[config.mk]
export PLATFORM = sky130hd
export DESIGN_NAME = pulse_train_gen_flat
export DESIGN_NICKNAME = d
export VERILOG_FILES = /design/src/rtl/pulse_train_gen_if.sv /design/src/rtl/pulse_train_gen.sv /design/src/flat_wrapper.sv
export SDC_FILE = /design/constraint.sdc
export NUM_CORES = 1
export LEC_CHECK = 0
export BUFFER_PORTS_ARGS = -buffer_cell sky130_fd_sc_hd__buf_2
export CAP_MARGIN = 20
export CORE_ASPECT_RATIO = 0.6
export CORE_UTILIZATION = 62
export DETAILED_ROUTE_END_ITERATION = 8
export PLACE_DENSITY = 0.87
export REMOVE_ABC_BUFFERS = 1
export SYNTH_ARGS = -nofsm -noshare
export SYNTH_HDL_FRONTEND = slang
export SYNTH_SLANG_ARGS = --single-unit
[constraint.sdc]
create_clock -name clk -period 4.56 [get_ports clk]
set_input_delay 0.912 -clock clk [delete_from_list [all_inputs] [get_ports clk]]
set_output_delay 0.912 -clock clk [all_outputs]
set_load 0.005 [all_outputs]
[src/rtl/pulse_train_gen_if.sv]
// Pulse-train generator request/status bundle.
//   master: drives start, high_cycles, low_cycles, num_pulses, abort; observes status
//   slave : the generator; observes the request fields and drives z, busy, done,
//           aborted, pulses_sent
interface pulse_train_gen_if #(
  parameter int unsigned CW = 8,
  parameter int unsigned NW = 4
) ();
  logic          start;
  logic [CW-1:0] high_cycles;
  logic [CW-1:0] low_cycles;
  logic [NW-1:0] num_pulses;
  logic          abort;
  logic          z;
  logic          busy;
  logic          done;
  logic          aborted;
  logic [NW-1:0] pulses_sent;

  modport master (
    output start, high_cycles, low_cycles, num_pulses, abort,
    input  z, busy, done, aborted, pulses_sent
  );

  modport slave (
    input  start, high_cycles, low_cycles, num_pulses, abort,
    output z, busy, done, aborted, pulses_sent
  );
endinterface

[src/rtl/pulse_train_gen.sv]
// Programmable pulse-train generator: emits num_pulses high phases of
// high_cycles each, separated by low gaps of low_cycles, with abort and
// single-cycle completion/abort indications.
//   clk : system clock, all updates on posedge
//   rst : synchronous active-high reset
//   bus : pulse_train_gen_if slave (request fields in, z/busy/done/aborted/pulses_sent out)
module pulse_train_gen #(
  parameter int unsigned CW = 8,
  parameter int unsigned NW = 4
) (
  input  logic             clk,
  input  logic             rst,
  pulse_train_gen_if.slave bus
);

  typedef enum logic [2:0] {
    IDLE = 3'd0,
    HIGH = 3'd1,
    LOW  = 3'd2,
    FIN  = 3'd3,
    ABT  = 3'd4
  } state_e;

  state_e        state_q, state_d;
  logic [CW-1:0] h_q, h_d;
  logic [CW-1:0] l_q, l_d;
  logic [NW-1:0] n_q, n_d;
  logic [CW-1:0] cnt_q, cnt_d;
  logic [NW-1:0] sent_q, sent_d;
  logic          z_q, z_d;
  logic          busy_q, busy_d;
  logic          done_q, done_d;
  logic          abt_q, abt_d;
  logic          last_pulse_c;

  // Compare one bit wider so sent+1 cannot wrap at full-scale N.
  assign last_pulse_c = (({1'b0, sent_q} + (NW+1)'(1)) == {1'b0, n_q});

  // State register, latched fields, counters and registered outputs.
  always_ff @(posedge clk) begin
    if (rst) begin
      state_q <= IDLE;
      h_q     <= '0;
      l_q     <= '0;
      n_q     <= '0;
      cnt_q   <= '0;
      sent_q  <= '0;
      z_q     <= 1'b0;
      busy_q  <= 1'b0;
      done_q  <= 1'b0;
      abt_q   <= 1'b0;
    end else begin
      state_q <= state_d;
      h_q     <= h_d;
      l_q     <= l_d;
      n_q     <= n_d;
      cnt_q   <= cnt_d;
      sent_q  <= sent_d;
      z_q     <= z_d;
      busy_q  <= busy_d;
      done_q  <= done_d;
      abt_q   <= abt_d;
    end
  end

  // Next-state, counter and output decode.
  always_comb begin
    state_d = state_q;
    h_d     = h_q;
    l_d     = l_q;
    n_d     = n_q;
    cnt_d   = cnt_q;
    sent_d  = sent_q;

    case (state_q)
      IDLE, FIN, ABT: begin
        state_d = IDLE;
        if (bus.start) begin
          h_d    = (bus.high_cycles == '0) ? CW'(1) : bus.high_cycles;
          l_d    = bus.low_cycles;
          n_d    = bus.num_pulses;
          sent_d = '0;
          if (bus.num_pulses == '0) begin
            state_d = FIN;
          end else begin
            state_d = HIGH;
            cnt_d   = h_d - CW'(1);
          end
        end
      end

      HIGH: begin
        if (bus.abort) begin
          state_d = ABT;
        end else if (cnt_q == '0) begin
          sent_d = sent_q + NW'(1);
          if (last_pulse_c) begin
            state_d = FIN;
          end else if (l_q == '0) begin
            // Zero gap: pulses merge into one continuous high level.
            state_d = HIGH;
            cnt_d   = h_q - CW'(1);
          end else begin
            state_d = LOW;
            cnt_d   = l_q - CW'(1);
          end
        end else begin
          cnt_d = cnt_q - CW'(1);
        end
      end

      LOW: begin
        if (bus.abort) begin
          state_d = ABT;
        end else if (cnt_q == '0) begin
          state_d = HIGH;
          cnt_d   = h_q - CW'(1);
        end else begin
          cnt_d = cnt_q - CW'(1);
        end
      end

      default: state_d = IDLE;
    endcase

    // Outputs are registered copies of the next-state decode.
    z_d    = (state_d == HIGH);
    busy_d = (state_d == HIGH) || (state_d == LOW);
    done_d = (state_d == FIN);
    abt_d  = (state_d == ABT);
  end

  assign bus.z           = z_q;
  assign bus.busy        = busy_q;
  assign bus.done        = done_q;
  assign bus.aborted     = abt_q;
  assign bus.pulses_sent = sent_q;

endmodule

[src/flat_wrapper.sv]
// flat-port wrapper written by rule: the top's interface ports become plain ports
module pulse_train_gen_flat 
#(
  parameter int unsigned CW = 8,
  parameter int unsigned NW = 4
)
  (clk, rst, bus_start, bus_high_cycles, bus_low_cycles, bus_num_pulses, bus_abort, bus_z, bus_busy, bus_done, bus_aborted, bus_pulses_sent);
  pulse_train_gen_if #(.CW(CW), .NW(NW)) bus_i ();
  input  logic clk;
  input  logic rst;
  input wire logic [$bits(bus_i.start)-1:0] bus_start;
  input wire logic [$bits(bus_i.high_cycles)-1:0] bus_high_cycles;
  input wire logic [$bits(bus_i.low_cycles)-1:0] bus_low_cycles;
  input wire logic [$bits(bus_i.num_pulses)-1:0] bus_num_pulses;
  input wire logic [$bits(bus_i.abort)-1:0] bus_abort;
  output wire logic [$bits(bus_i.z)-1:0] bus_z;
  output wire logic [$bits(bus_i.busy)-1:0] bus_busy;
  output wire logic [$bits(bus_i.done)-1:0] bus_done;
  output wire logic [$bits(bus_i.aborted)-1:0] bus_aborted;
  output wire logic [$bits(bus_i.pulses_sent)-1:0] bus_pulses_sent;
  assign bus_i.start = bus_start;
  assign bus_i.high_cycles = bus_high_cycles;
  assign bus_i.low_cycles = bus_low_cycles;
  assign bus_i.num_pulses = bus_num_pulses;
  assign bus_i.abort = bus_abort;
  assign bus_z = bus_i.z;
  assign bus_busy = bus_i.busy;
  assign bus_done = bus_i.done;
  assign bus_aborted = bus_i.aborted;
  assign bus_pulses_sent = bus_i.pulses_sent;
  pulse_train_gen #(.CW(CW), .NW(NW)) u_core (.clk(clk), .rst(rst), .bus(bus_i));
endmodule
==> results.rst <==
.. list-table::
   :header-rows: 1

   * - Metric
     - Value
   * - Run status
     - finished, final reports clean
   * - Clock-pin slew on the worst setup and hold paths
     - ~80 ps
   * - Unique cell type count in the Yosys netlist
     - 53
   * - Final estimated routing congestion in global placement
     - approximately 0.94
   * - Least-Margin Pin Slew
     - between 800 and 900 ps
   * - Most used flip-flop cell after synthesis
     - sky130_fd_sc_hd__dfxtp_1
   * - Htree depth
     - 2
   * - Worst min-delay path category
     - flop to flop
   * - I/O pin cnt
     - 32
   * - Max cap viols
     - 0
   * - Average detailed-routed wire length per instance
     - between 15 and 20 µm
   * - Drc violations
     - 0
   * - Starting DRT DRC Count
     - between 200 and 250
   * - Number of antenna violations at the first check in global routing
     - 0
   * - IR Drop Worst-Case VDD
     - between 0.2 and 0.25 mV
   * - Initial core utilization
     - between 60% and 70%
   * - Global-route wire length before repair
     - about 10 mm
   * - Total Die Area
     - approximately 4200 µm²
   * - Vias after detailed routing
     - between 2,000 and 2,500
   * - Number of diodes added for antenna fixing
     - 0
   * - Top area cells in the synthesized netlist
     - sky130_fd_sc_hd__dfxtp_1, sky130_fd_sc_hd__nand2_1, sky130_fd_sc_hd__a21oi_1
   * - Die width
     - roughly 83 µm
   * - Aggregate negative setup slack
     - 0 ps
   * - Design Area, Final
     - around 2700 µm²
   * - Post-CTS Repair Setup Buffers
     - 0
   * - Port bufs
     - 31
   * - Type of element launching the critical path
     - flop
   * - Setup repair after global routing missed its margin
     - false
   * - Portion of the clock cycle consumed by the worst path in the final layout
     - between 50% and 60%
   * - Most frequent cells after synthesis
     - sky130_fd_sc_hd__nand2_1, sky130_fd_sc_hd__dfxtp_1, sky130_fd_sc_hd__nor2_1, sky130_fd_sc_hd__a21oi_1, sky130_fd_sc_hd__xnor2_1
   * - Routed via count divided by cell count
     - 6.27
   * - Sequential share of the synthesized area
     - a little under a third
   * - Area share of the leading cell type in the synthesized netlist
     - 32.0%
   * - Count of nets after finishing
     - 373
   * - Power Density
     - roughly 370 nW/µm²
   * - Post-cts sizing count
     - 0
   * - WP data required
     - approximately 4700 ps
   * - Kind of capture point of the worst setup path
     - flop
   * - Drt total wl
     - 6.11 mm
   * - Post-synthesis cell type with the largest combined area
     - sky130_fd_sc_hd__dfxtp_1
   * - Initial DRT Pass Iterations
     - 6
   * - Netlist area before placement
     - between 2000 and 2500 µm²
   * - Worst slew margin relative to its limit
     - 46.0%
   * - Share of cells above drive strength 1
     - between 10% and 20%
   * - End-of-flow core utilization
     - 72.9%
   * - Worst EP arrival
     - around 2700 ps
   * - Antenna Nets Post-Route
     - 0
   * - Critical Path Fanout Max
     - 16
   * - TritonCTS clock tree
     - done
   * - Number of hold violations in the final report
     - 0
   * - Avg Synthesized Cell Area
     - around 7.7 µm²
   * - Cell at the root of the clock tree
     - sky130_fd_sc_hd__clkbuf_8
   * - Worst setup path category
     - flop to flop
   * - Crit-path cells
     - inv_1 > ha_1 > or3b_2 > or2_1 > o31a_1 > nor2_1 > a311oi_2
   * - Post-Layout Cell Count
     - between 300 and 400
   * - Tot GR Track Use
     - a little under a third
   * - Final Skew
     - about 3.8 ps
   * - Final critical delay including setup and external delays
     - 2520 ps
   * - Congestion Overflow GR
     - 0
   * - Max Root-Sink Buffers
     - 2
   * - Standard cell core area
     - 3720 µm²
   * - Worst path slowest cell
     - sky130_fd_sc_hd__o31a_1
   * - Hold bufs inserted after CTS
     - 0
   * - Post-synth EDFFs
     - 0
   * - Synthesized instance count
     - approximately 320
   * - Final setup violation count
     - 0
   * - Number of buffers created by CTS
     - 5
   * - Number of pins exceeding their max-slew limit in the final report
     - 0
   * - Post-detailed-placement cell area
     - approximately 2600 µm²
   * - Via count of the first global-routing pass
     - roughly 2,100
   * - Share of flip-flops with an asynchronous set or reset
     - 0%
   * - P&R area growth vs syn
     - 11.1%
   * - Number of warning messages in the yosys log
     - 0
   * - Final HPWL from detailed placement
     - approximately 4.3 mm
   * - Leakage power of the design
     - between 1 and 1.5 nW
   * - Synth Register Bits
     - 39
   * - Dpl cells
     - 382
   * - Latest clock arrival within the worst-skew pair
     - roughly 300 ps
   * - Largest net degree at the start of global routing
     - 38
   * - Die height
     - a little over 50 µm
   * - Clock net sink count
     - 39
   * - Peak clock frequency supported by timing
     - roughly 400 MHz
   * - Most instantiated library cell after synthesis
     - sky130_fd_sc_hd__nand2_1
   * - Fin Hold WS
     - ~470 ps
   * - Biggest cell delay along the critical path
     - approximately 580 ps
   * - Number of standard-cell rows in the floorplan
     - 17
[flip-flops by register name (all words and copies together) (netlist names)]
| name | count |
|---|---|
| u_core.cnt_q | 8 |
| u_core.bus.busy | 1 |
| u_core.l_q | 8 |
| u_core.state_q | 3 |
| u_core.n_q | 4 |
| u_core.bus.pulses_sent | 4 |
| u_core.bus.done | 1 |
| u_core.h_q | 8 |
| u_core.bus.aborted | 1 |
| u_core.bus.z | 1 |
[cell families after synthesis]
logic type                 after synthesis  synth area share (%)
AOI/OAI and AO/OA                       86                  24.7
DFF                                     39                  32.0
xor gates and xnor gates                20                  7.17
muxes                                    4                  1.79
buffers and inverters                   25                  4.51
adders and majority gates                7                  3.58
and+or+nand+nor                        136                  26.3
[where the power goes]
group	total, mW	switching [mW]	internal, mW
logic	0.301	0.177	0.124
clock network	0.308	0.130	0.177
registers	0.402	0.0335	0.368
[critical path: cells and delay by family (launching register included)]
family,cells,cell delay (ps)
flops,1,360
simple gates,3,1040
buf+inv,1,120
compound gates,2,650
fa+ha+maj,1,200
[per-stage QoR]
stage	power, mW	setup slack [ps]
after global routing	1.06	1880
after global placement	0.691	1940
after CTS	1.00	2090
after detailed placement	0.698	1860
final	1.01	2040
after floorplan	0.618	2230
[path summary, 6_finish.rpt]
check | start | depth (start not counted) | slack (ps) | to
max | u_core.cnt_q[0] | 7 | 2040 | u_core.cnt_q[7]
min | u_core.n_q[1] | 2 | 470 | u_core.n_q[1]
max reg2reg | u_core.cnt_q[0] | 7 | 2040 | u_core.cnt_q[7]
min reg2reg | u_core.n_q[1] | 2 | 470 | u_core.n_q[1]
[routing by layer]
layer  global-route usage, %  vias to the layer above  share of wire [%]
met1                    44.0                     1134                 48
li1                        -                     1185                  -
met4                    10.3                        0                1.8
met2                    44.5                      112                 41
met5                       0                        -                  0
met3                    5.92                       13                8.6
[final cells by class]
type                       count  area (µm²)
tap                           47        58.8
clock buffer                   6        82.6
inverter                      11        41.3
sequential                    39         781
fill                         313        1010
multi-input combinational    253        1550
clock inverter                 2        35.0
timing repair buffer          32         163
[layout by cell type, fill, tap and decap left out, drive strengths merged, types with 7 or more instances in the layout]
| cell type | instances |
|---|---|
| dfxtp | 39 |
| xnor2 | 14 |
| nor3 | 11 |
| nor3b | 7 |
| nand2 | 52 |
| o21ai | 7 |
| a211oi | 11 |
| nor2 | 33 |
| a21oi | 31 |
| buf | 32 |
| ha | 7 |
| inv | 11 |
(Power assumes the default switching activity.)
